[config.mk]
export PLATFORM = sky130hd
export DESIGN_NAME = tlb_assoc_asid
export DESIGN_NICKNAME = d
export VERILOG_FILES = /design/src/rtl/tlb_pkg.sv /design/src/rtl/tlb_victim_select.sv /design/src/rtl/tlb_assoc_asid.sv
export SDC_FILE = /design/constraint.sdc
export NUM_CORES = 2
export LEC_CHECK = 0
export ABC_AREA = 1
export BUFFER_PORTS_ARGS = -buffer_cell sky130_fd_sc_hd__buf_4
export CORE_MARGIN = 2
export CORE_UTILIZATION = 28
export DETAILED_ROUTE_END_ITERATION = 12
export PLACE_DENSITY_LB_ADDON = 0.2
export SYNTH_ARGS = -nofsm -noshare
export SYNTH_HDL_FRONTEND = slang
export SYNTH_HIERARCHICAL = 1
export SYNTH_SLANG_ARGS = --single-unit
[constraint.sdc]
create_clock -name clk -period 28.8 [get_ports clk]
set_clock_uncertainty 0.15 [all_clocks]
set_input_delay 1.44 -clock clk [delete_from_list [all_inputs] [get_ports clk]]
set_output_delay 1.44 -clock clk [all_outputs]
set_load 0.005 [all_outputs]
[src/rtl/tlb_pkg.sv]
// tlb_pkg: shared PTE layout, flush/policy encodings and TLB entry type
package tlb_pkg;
  localparam int PTE_V = 0;
  localparam int PTE_R = 1;
  localparam int PTE_W = 2;
  localparam int PTE_X = 3;
  localparam int PTE_U = 4;
  localparam int PTE_G = 5;
  localparam int PPN_LSB = 12;
  localparam int VPN_MAX = 32;
  localparam int PPN_MAX = 32;
  localparam int ASID_MAX = 16;
  localparam logic [1:0] FLUSH_ALL = 2'b00;
  localparam logic [1:0] FLUSH_ASID = 2'b01;
  localparam logic [1:0] FLUSH_VPN = 2'b10;
  localparam logic [1:0] FLUSH_VPN_ASID = 2'b11;
  localparam logic [1:0] POL_FIFO = 2'b00;
  localparam logic [1:0] POL_LRU = 2'b01;
  localparam logic [1:0] POL_CLOCK = 2'b10;
  // Fields are sized to the widest supported configuration; narrower ports zero-extend.
  typedef struct packed {
    logic valid;
    logic [VPN_MAX-1:0] vpn;
    logic [ASID_MAX-1:0] asid;
    logic g;
    logic r;
    logic w;
    logic x;
    logic u;
    logic [PPN_MAX-1:0] ppn;
  } tlb_entry_t;
endpackage

[src/rtl/tlb_victim_select.sv]
// tlb_victim_select: picks the refill slot (lowest free entry, else FIFO/LRU/Clock victim)
module tlb_victim_select
  import tlb_pkg::*;
#(
  parameter int ENTRIES = 16,
  parameter int IW = $clog2(ENTRIES)
) (
  input  logic [ENTRIES-1:0] valid,
  input  logic [IW-1:0]      age [ENTRIES],
  input  logic [ENTRIES-1:0] refb,
  input  logic [IW-1:0]      fifo_ptr,
  input  logic [IW-1:0]      hand,
  input  logic [1:0]         policy,
  output logic [IW-1:0]      slot,
  output logic               evict,
  output logic [IW-1:0]      hand_next,
  output logic [ENTRIES-1:0] ref_clr
);
  logic [IW-1:0] free_idx, lru_idx, clk_idx, idx;
  logic found, clock_pol;
  logic [ENTRIES-1:0] swept;
  always_comb begin
    free_idx = '0;
    evict = 1'b1;
    lru_idx = '0;
    clk_idx = hand;
    found = 1'b0;
    swept = refb;
    idx = '0;
    for (int i = ENTRIES - 1; i >= 0; i--)
      if (!valid[i]) begin
        free_idx = IW'(i);
        evict = 1'b0;
      end
    for (int i = 1; i < ENTRIES; i++)
      if (age[i] > age[lru_idx]) lru_idx = IW'(i);
    // When every ref bit is set the sweep clears them all and the victim stays at the hand.
    for (int k = 0; k < ENTRIES; k++) begin
      idx = hand + IW'(k);
      if (!found) begin
        if (refb[idx]) swept[idx] = 1'b0;
        else begin
          found = 1'b1;
          clk_idx = idx;
        end
      end
    end
  end
  assign clock_pol = policy == POL_CLOCK;
  assign slot = !evict ? free_idx : policy == POL_LRU ? lru_idx : clock_pol ? clk_idx : fifo_ptr;
  assign hand_next = (evict & clock_pol) ? clk_idx + 1'b1 : hand;
  assign ref_clr = (evict & clock_pol) ? swept : refb;
endmodule

[src/rtl/tlb_assoc_asid.sv]
// tlb_assoc_asid: fully-associative ASID-tagged TLB with targeted flush, permission check and selectable replacement
module tlb_assoc_asid
  import tlb_pkg::*;
#(
  parameter int ENTRIES = 16,
  parameter int VPN_W = 20,
  parameter int PPN_W = 20,
  parameter int ASID_W = 8
) (
  input  logic              clk,
  input  logic              rst,
  input  logic              lookup_valid,
  output logic              lookup_ready,
  input  logic [VPN_W-1:0]  lookup_vpn,
  input  logic [ASID_W-1:0] lookup_asid,
  input  logic              lookup_write,
  input  logic              lookup_user,
  output logic              resp_valid,
  output logic              resp_hit,
  output logic              resp_fault,
  output logic [PPN_W-1:0]  resp_ppn,
  input  logic              refill_valid,
  input  logic [VPN_W-1:0]  refill_vpn,
  input  logic [ASID_W-1:0] refill_asid,
  input  logic [31:0]       refill_pte,
  input  logic              flush_valid,
  input  logic [1:0]        flush_mode,
  input  logic [ASID_W-1:0] flush_asid,
  input  logic [VPN_W-1:0]  flush_vpn,
  output logic              flush_done,
  input  logic [1:0]        replacement_policy,
  output logic [31:0]       hit_count,
  output logic [31:0]       miss_count,
  output logic [31:0]       evict_count
);
  localparam int IW = $clog2(ENTRIES);
  tlb_entry_t ent [ENTRIES];
  tlb_entry_t lk_ent, rf_ent;
  logic [IW-1:0] age [ENTRIES];
  logic [IW-1:0] age_n [ENTRIES];
  logic [ENTRIES-1:0] refb, refb_n, ref_clr, kill, valid_f;
  logic [IW-1:0] fifo_ptr, hand, hand_next, lk_idx, rf_idx, sel_slot, slot, old_age;
  logic lk_fire, lk_hit, rf_fire, rf_hit, evict, repl, fault, unused_pte;
  assign lookup_ready = !flush_valid;
  assign lk_fire = lookup_valid & !flush_valid;
  assign rf_fire = refill_valid & refill_pte[PTE_V];
  assign unused_pte = ^refill_pte[PPN_LSB-1:PTE_G+1];
  assign rf_ent = '{valid: 1'b1, vpn: VPN_MAX'(refill_vpn), asid: ASID_MAX'(refill_asid),
                    g: refill_pte[PTE_G], r: refill_pte[PTE_R], w: refill_pte[PTE_W],
                    x: refill_pte[PTE_X], u: refill_pte[PTE_U], ppn: PPN_MAX'(refill_pte[31:PPN_LSB])};
  // Refill matching and slot choice use the post-flush valid vector so a same-cycle refill survives.
  always_comb begin
    lk_hit = 1'b0;
    lk_idx = '0;
    rf_hit = 1'b0;
    rf_idx = '0;
    for (int i = ENTRIES - 1; i >= 0; i--) begin
      kill[i] = flush_valid & ent[i].valid & (flush_mode == FLUSH_ALL ? 1'b1 :
                flush_mode == FLUSH_VPN ? ent[i].vpn == VPN_MAX'(flush_vpn) :
                flush_mode == FLUSH_ASID ? !ent[i].g & ent[i].asid == ASID_MAX'(flush_asid) :
                !ent[i].g & ent[i].asid == ASID_MAX'(flush_asid) & ent[i].vpn == VPN_MAX'(flush_vpn));
      valid_f[i] = ent[i].valid & !kill[i];
      if (ent[i].valid && ent[i].vpn == VPN_MAX'(lookup_vpn) && (ent[i].g || ent[i].asid == ASID_MAX'(lookup_asid))) begin
        lk_hit = 1'b1;
        lk_idx = IW'(i);
      end
      if (valid_f[i] && ent[i].vpn == VPN_MAX'(refill_vpn) && (ent[i].g || ent[i].asid == ASID_MAX'(refill_asid))) begin
        rf_hit = 1'b1;
        rf_idx = IW'(i);
      end
    end
  end
  assign lk_ent = ent[lk_idx];
  assign fault = lk_hit & ((lookup_write & !lk_ent.w) | (!lookup_write & !lk_ent.r) | (lookup_user & !lk_ent.u));
  tlb_victim_select #(.ENTRIES(ENTRIES), .IW(IW)) u_victim (
    .valid(valid_f), .age(age), .refb(refb), .fifo_ptr(fifo_ptr), .hand(hand),
    .policy(replacement_policy), .slot(sel_slot), .evict(evict), .hand_next(hand_next), .ref_clr(ref_clr)
  );
  assign slot = rf_hit ? rf_idx : sel_slot;
  assign repl = rf_fire & !rf_hit & evict;
  // A freshly filled slot counts as the oldest, so every other entry ages past it.
  always_comb begin
    age_n = age;
    old_age = '0;
    if (lk_fire & lk_hit) begin
      for (int i = 0; i < ENTRIES; i++)
        if (age[i] < age[lk_idx]) age_n[i] = age[i] + 1'b1;
      age_n[lk_idx] = '0;
    end
    if (rf_fire) begin
      old_age = valid_f[slot] ? age_n[slot] : '1;
      for (int i = 0; i < ENTRIES; i++)
        if (age_n[i] < old_age) age_n[i] = age_n[i] + 1'b1;
      age_n[slot] = '0;
    end
    refb_n = repl ? ref_clr : refb;
    if (lk_fire & lk_hit) refb_n[lk_idx] = 1'b1;
    if (rf_fire) refb_n[slot] = 1'b1;
  end
  always_ff @(posedge clk) begin
    if (rst) begin
      ent <= '{default: '0};
      age <= '{default: '0};
      refb <= '0;
      fifo_ptr <= '0;
      hand <= '0;
      resp_valid <= 1'b0;
      resp_hit <= 1'b0;
      resp_fault <= 1'b0;
      resp_ppn <= '0;
      flush_done <= 1'b0;
      hit_count <= '0;
      miss_count <= '0;
      evict_count <= '0;
    end else begin
      resp_valid <= lk_fire;
      resp_hit <= lk_fire & lk_hit;
      resp_fault <= lk_fire & fault;
      resp_ppn <= (lk_fire & lk_hit & !fault) ? PPN_W'(lk_ent.ppn) : '0;
      flush_done <= flush_valid;
      for (int i = 0; i < ENTRIES; i++)
        if (kill[i]) ent[i].valid <= 1'b0;
      if (rf_fire) ent[slot] <= rf_ent;
      age <= age_n;
      refb <= refb_n;
      if (repl) begin
        fifo_ptr <= fifo_ptr + 1'b1;
        hand <= hand_next;
      end
      if (lk_fire & lk_hit & ~&hit_count) hit_count <= hit_count + 32'd1;
      if (lk_fire & !lk_hit & ~&miss_count) miss_count <= miss_count + 32'd1;
      if (repl & ~&evict_count) evict_count <= evict_count + 32'd1;
    end
  end
endmodule

== After elaboration in Yosys (flattened, before gate mapping) ==
Index checks and enable logic that the tools add are counted.

* Output and inout port bits: 121
* Word-level logic and storage cells: 1227
* Bits in registers: 1584

* Reductions and logical operators: 165
* Bitwise operators: 153
* Add/subtract/negate cells: 52
* Eq/ne operators: 100
* $lt $le $gt $ge: 101
* Multiplexer cells: 485

{| class="wikitable"
|+ Operator list
! cell !! number
|-
| 32-bit by 20-bit equality test with 1-bit output || 48
|-
| 1376-bit bitwise mux || 1
|-
| 1376-bit two-way mux || 1
|-
| 16-bit by 8-bit equality test with 1-bit output || 48
|-
| 4-bit two-way mux || 189
|-
| 16-bit two-way mux || 35
|-
| 86-bit binary-select mux with 4-bit select || 1
|-
| 86-bit demux with 4-bit select || 1
|-
| 16-bit bitwise AND || 16
|-
| 4-bit binary-select mux with 4-bit select || 16
|-
| 16-bit inverter || 16
|-
| 1-bit two-way mux || 193
|-
| 4-bit by 1-bit adder with 4-bit output, second input constant || 35
|-
| 64-bit bitwise AND || 2
|-
| 4-bit < comparator || 32
|-
| 64-bit two-way mux || 2
|-
| 64-bit inverter || 2
|-
| 32-bit by 1-bit adder with 32-bit output, second input constant || 3
|-
| 1-bit bitwise AND || 96
|-
| 32-bit AND reduction || 3
|-
| 4-bit by 5-bit < comparator with 1-bit output, second input constant || 18
|-
| 86-bit two-way mux || 1
|-
| 1-bit logical AND || 84
|-
| 5-bit >= comparator, second input constant || 16
|-
| 26 further kinds || 197
|}

== Longest topological paths before layout ==
* Depth after elaboration: 99
* Depth in mapped cells: 204
* Mapped depth without buffers: 194

== Hierarchy ==
Netlist, hierarchy kept.

{| class="wikitable"
|+ By module, submodules not included
! module !! area each (um^2) !! sequential area each (um^2) !! times used !! cells an instance
|-
| tlb_assoc_asid || 76565.9 || 27546.4 || 1 || 11015
|-
| tlb_victim_select || 9824.4 || 0.0 || 1 || 1907
|}

== Worst setup path before layout ==
OpenSTA, ideal clock, no wires.

* Path type: reg2reg
* Start: register age[61] (netlist bit)
* End: register age[7] (netlist bit)
* Data arrival time: 26.942 ns
* Path buffers: 13
* Setup slack: 1.592 ns
* Stages on the path, launching flop included: 180
* Library setup time: 0.116 ns
* Cell sequence: dfxtp_1 -> clkinv_1 -> ha_1 -> a21oi_1 -> o21ai_1 -> nand2_1 -> inv_2 -> nor2_1 -> a21oi_1 -> ha_1 -> a21oi_1 -> o21ai_0 -> o21ai_0 -> clkbuf_1 -> o21ai_0 -> ha_1 -> nand2_1 -> o21ai_0 -> (+144 left out) -> nand2_1 -> nor2_1 -> inv_2 -> nor2_4 -> inv_1 -> nor2_1 -> nand2_1 -> o211ai_1 -> nor2_1 -> nand2_1 -> o21ai_0 -> nor4_1 -> ha_1 -> a21boi_0 -> nand2_1 -> nand4_1 -> o21ai_0 -> nor2_1

* Longest elaborated chain between the ends: 99

{| class="wikitable"
|+ Ends and longest elaborated chain
! element !! line !! text
|-
| start, declared || tlb_assoc_asid.sv:39 || <nowiki>logic [IW-1:0] age [ENTRIES];</nowiki>
|-
| start signal, assigned || tlb_assoc_asid.sv:124 || <nowiki>age <= age_n;</nowiki>
|-
| 4-bit greater-than comparator || tlb_victim_select.sv:36 || <nowiki>if (age[i] > age[lru_idx]) lru_idx = IW'(i);</nowiki>
|-
| 1-bit two-way mux || tlb_victim_select.sv:36 ||
|-
| 1-bit inverter with 5-bit output (not written as such) || tlb_victim_select.sv:36 ||
|-
| 4-bit binary-select mux with 4-bit select || tlb_victim_select.sv:36 ||
|-
| 4-bit two-way mux (not written as such) (2 in series) || tlb_victim_select.sv:36 ||
|-
| 4-bit greater-than comparator || tlb_victim_select.sv:36 ||
|-
| 2-bit two-way mux || tlb_victim_select.sv:36 ||
|-
| 2-bit inverter with 5-bit output (not written as such) || tlb_victim_select.sv:36 ||
|-
| (+79 left out) || - ||
|-
| net sel_slot[2] || tlb_assoc_asid.sv:42 || <nowiki>logic [IW-1:0] fifo_ptr, hand, hand_next, lk_idx, rf_idx, sel_slot, slot, old_age;</nowiki>
|-
| (+2 left out) || - ||
|-
| 4-bit binary-select mux with 4-bit select || tlb_assoc_asid.sv:91 || <nowiki>old_age = valid_f[slot] ? age_n[slot] : '1;</nowiki>
|-
| 4-bit two-way mux (not written as such) (2 in series) || tlb_assoc_asid.sv:91 ||
|-
| 4-bit two-way mux || tlb_assoc_asid.sv:91 ||
|-
| 4-bit < comparator || tlb_assoc_asid.sv:93 || <nowiki>if (age_n[i] < old_age) age_n[i] = age_n[i] + 1'b1;</nowiki>
|-
| 4-bit two-way mux || tlb_assoc_asid.sv:93 ||
|-
| 4-bit two-way mux || tlb_assoc_asid.sv:90 || <nowiki>if (rf_fire) begin</nowiki>
|-
| 64-bit bitwise AND (no line) (*) || - ||
|-
| 64-bit two-way mux (*) || tlb_assoc_asid.sv:90 ||
|}

Mark *: on every way through the listed nets, which the timed path passes. The rest lies on a longest branch. The select of a mux whose other input is x is not followed.
A chain may end at the register's enable or synchronous reset.

== Final worst setup path ==
* Start: register age[61] (netlist bit)
* End: register age[19] (netlist bit)

The elaborated chain is that of the path after synthesis.

==> impl_table.tex <==
\begin{tabular}{lr}
\hline
Metric & Value \\
\hline
\multicolumn{2}{l}{\textbf{Floorplanning}} \\
\quad Rows & 203 \\
\quad Die area & 0.313 mm2 \\
\quad Chip Height & 559 um \\
\quad I/O Pins & 248 \\
\quad Chip Width & 559 um \\
\quad Core footprint & 0.306 mm2 \\
\quad Initial cell density of the core & 28.2\% \\
\multicolumn{2}{l}{\textbf{Clocking}} \\
\quad Post-CTS clock slew at the launch and capture registers of the worst setup and hold paths & 0.06 ns \\
\quad Clock Latency Late Sink & 0.86 ns \\
\quad Clock Tree Root & sky130\_fd\_sc\_hd\_\_clkbuf\_16 \\
\quad Number of hold buffers added after cts & 0 \\
\quad H-Tree Level Count & 4 \\
\quad Clock sinks & 1376 \\
\quad Number of buffers inserted during clock tree synthesis & 163 \\
\quad Buffers from clock root to sink, at most & 4 \\
\quad Clock tree from TritonCTS & done \\
\multicolumn{2}{l}{\textbf{Global routing}} \\
\quad Number of global-route vias before repair & 84600 \\
\quad Wire length of the first global-routing pass & 612000 um \\
\quad Remaining Overflow, GRT & 0 \\
\quad Maximum number of pins on one net before global-route repair & 199 \\
\quad Overall track demand over capacity in global routing & 26.3\% \\
\quad Antenna violations before repair & 22 \\
\multicolumn{2}{l}{\textbf{Worst setup path}} \\
\quad Critical path startpoint category & flop \\
\quad CP Capture Type & flop \\
\quad Critical path's largest stage delay & 0.36 ns \\
\quad Max FO, Critical Path & 33 \\
\quad Number of buffers and inverters on the critical path & 37 \\
\quad Slowest stage cell, crit path & sky130\_fd\_sc\_hd\_\_dfxtp\_1 \\
\quad Data arrival time of the critical path & 27.31 ns \\
\quad Critical path data required time & 29.36 ns \\
\quad Cell occurring most often along the worst timing path & sky130\_fd\_sc\_hd\_\_o21ai\_0 \\
\quad Worst path top cell family by delay & compound AO/OA/AOI/OAI gates \\
\quad Setup Crit Path Kind & reg2reg \\
\multicolumn{2}{l}{\textbf{Synth}} \\
\quad Number of enable flip-flop cells after synthesis & 0 \\
\quad Dominant combinational cell family by area after synthesis & simple AND/OR/NAND/NOR gates \\
\quad Post-Synthesis Mean Instance Area & 6.69 um2 \\
\quad Share of cell area taken by muxes after synthesis & 0\% \\
\quad Synth warnings & 6 \\
\quad Post-synthesis register bit count & 1376 \\
\quad Share of synthesized flip-flops with an asynchronous set or reset & 0\% \\
\quad Fraction of the yosys area taken by sequential cells & 31.9\% \\
\quad Synthesized-area fraction occupied by and/or/nand/nor cells & 26.1\% \\
\quad Mapped cell area & 0.0864 mm2 \\
\quad Most used flip-flop cell after synthesis & sky130\_fd\_sc\_hd\_\_dfxtp\_1 \\
\quad Post-synthesis adder-cell area fraction & 2.77\% \\
\quad Post-Synthesis Net Count & 13200 \\
\quad Compound-Gate Fraction of Synth Area & 19.9\% \\
\quad Post-Synthesis Cells & 12900 \\
\quad Post-synth cell types & 81 \\
\quad XOR/XNOR share of the synthesized area & 8.19\% \\
\multicolumn{2}{l}{\textbf{Detailed routing}} \\
\quad Total routed wirelength & 431000 um \\
\quad Total number of vias & 91600 \\
\quad Number of DRC markers after the initial detailed-route iteration & 10600 \\
\quad Number of nets with antenna violations after detailed routing & 0 \\
\quad Router iterations before antenna repair & 8 \\
\quad Routed wire length per instance & 25.3 um \\
\quad Drt via density & 5.37 \\
\quad Drc violations & 0 \\
\multicolumn{2}{l}{\textbf{STA}} \\
\quad Min Tclk post-route & 26.75 ns \\
\quad Upper clock frequency limit & 0.0374 GHz \\
\quad Setup total negative slack & 0 ns \\
\quad Pins Over Slew Limit & 0 \\
\quad Final count of hold timing violations & 0 \\
\quad Worst-Margin Slew & 1.37 ns \\
\quad Worst Setup Slack, final & 2.05 ns \\
\quad Share of the clock period used by the worst path after layout & 92.9\% \\
\quad Total setup violations reported at the end of the flow & 0 \\
\quad Slew margin rel. & 7.86\% \\
\multicolumn{2}{l}{\textbf{Placed design}} \\
\quad Post-DP Area & 0.0921 mm2 \\
\quad Routability Congestion & 0.975 \\
\quad Detail Placement HPWL & 286000 um \\
\quad Worst-case setup slack after placement & 0.702 ns \\
\quad Buffers added on ports & 240 \\
\multicolumn{2}{l}{\textbf{Final layout}} \\
\quad Final layout net count & 13200 \\
\quad Post-layout utilization of the core & 32.0\% \\
\quad Filler cells & 34100 \\
\quad Top library cells by usage in the layout, fill and taps aside & sky130\_fd\_sc\_hd\_\_nand2\_1, sky130\_fd\_sc\_hd\_\_inv\_1, sky130\_fd\_sc\_hd\_\_nor2\_1 \\
\quad Most frequent standard cell in the layout excluding fill and tap cells & sky130\_fd\_sc\_hd\_\_nand2\_1 \\
\quad Post-layout instance area & 0.0981 mm2 \\
\quad Synth-to-Final Area Change & 13.5\% \\
\quad Proportion of layout cells with a drive suffix above 1 & 8.83\% \\
\multicolumn{2}{l}{\textbf{Flow run}} \\
\quad Total of max-cap violations & 0 \\
\multicolumn{2}{l}{\textbf{Min path}} \\
\quad Class of the most critical hold timing path & reg2reg \\
\multicolumn{2}{l}{\textbf{Outcome}} \\
\quad Outcome & finished clean \\
\hline
\end{tabular}
Yosys cell counts, types with 32 or more instances:
cell,n,area (um2)
sky130_fd_sc_hd__nand3_1,491,2460
sky130_fd_sc_hd__o21ai_0,1145,5730
sky130_fd_sc_hd__o22ai_1,108,676
sky130_fd_sc_hd__a22oi_1,93,698
sky130_fd_sc_hd__nand2_1,2108,7910
sky130_fd_sc_hd__nor3_1,169,846
sky130_fd_sc_hd__o221ai_1,55,482
sky130_fd_sc_hd__nor2_1,1500,5630
sky130_fd_sc_hd__buf_4,52,390
sky130_fd_sc_hd__inv_2,60,225
sky130_fd_sc_hd__inv_1,1576,5920
sky130_fd_sc_hd__nor4_1,207,1290
sky130_fd_sc_hd__o2111ai_1,61,534
sky130_fd_sc_hd__a211oi_1,35,263
sky130_fd_sc_hd__o21ai_1,45,225
sky130_fd_sc_hd__ha_1,191,2390
sky130_fd_sc_hd__nand4_1,406,2540
sky130_fd_sc_hd__or2_2,52,325
sky130_fd_sc_hd__buf_2,134,671
sky130_fd_sc_hd__xnor2_1,259,2270
sky130_fd_sc_hd__a21oi_1,1039,5200
sky130_fd_sc_hd__xor2_1,547,4790
sky130_fd_sc_hd__clkbuf_1,529,1990
sky130_fd_sc_hd__a31oi_1,34,213
sky130_fd_sc_hd__a2111oi_0,32,280
sky130_fd_sc_hd__nand2_2,39,244
sky130_fd_sc_hd__buf_1,40,150
sky130_fd_sc_hd__dfxtp_1,1376,27500
sky130_fd_sc_hd__o211ai_1,118,886
sky130_fd_sc_hd__a221oi_1,64,561
final timing paths:
check / from / endpoint / slack [ns] / depth (start not counted)
setup reg to reg: age[61] / age[19] / 2.05 / 178
hold / removal: ent[77] / ent[77] / 0.27 / 2
setup / recovery: age[61] / age[19] / 2.05 / 178
hold reg to reg: ent[77] / ent[77] / 0.27 / 2
metrics by stage:
stage	instances	hold WS (ns)
floorplan	12900	0.258
global placement	16700	0.264
detailed placement	16700	0.267
CTS	17000	0.277
global route	17100	0.282
finish	17100	0.274
layer usage:
metal  track usage (%)  up-vias  part of all wire, %
li1                  -    42800                    -
met1              35.3    43100                   43
met2              39.8     4579                   42
met3              4.93     1091                  9.5
met4              13.5       12                  5.9
met5                 0        -                0.021
what timing repair did:
action	4_1_cts	5_1_grt
setup buffers	0	36
resized for setup	0	100
setup endpoints to repair	0	1248
kinds of logic (layout without fill, tap and decap cells):
logic type | count (synthesis) | after routing
XOR/XNOR | 807 | 807
buffers and inverters | 2430 | 2471
adder cells (fa/ha/maj) | 191 | 191
flip-flops | 1376 | 1376
other | 0 | 6
AND/OR/NAND/NOR | 5121 | 5121
AO/OA/AOI/OAI | 2997 | 2997
worst min-delay path, delay by kind of cell (launching register included):
family	cells	cell delay (ns)
DFF	1	0.31
buffers and inverters	1	0.04
and+or+nand+nor	1	0.03
cell type report:
cell class | instances | area (um2) | share of cell area (%)
Multi-Input combinational cell | 9116 | 49600 | 50.6
Timing Repair inverter | 4 | 30.0 | 0.0306
Antenna cell | 6 | 15.0 | 0.0153
Timing Repair Buffer | 529 | 4070 | 4.15
Clock buffer | 218 | 4600 | 4.69
Clock inverter | 66 | 811 | 0.827
Sequential cell | 1376 | 27500 | 28.1
Tap cell | 4100 | 5130 | 5.23
Inverter | 1654 | 6260 | 6.38
Power is not shown: default switching activity piles up to over one toggle a cycle in this logic, so the estimate is an artifact.
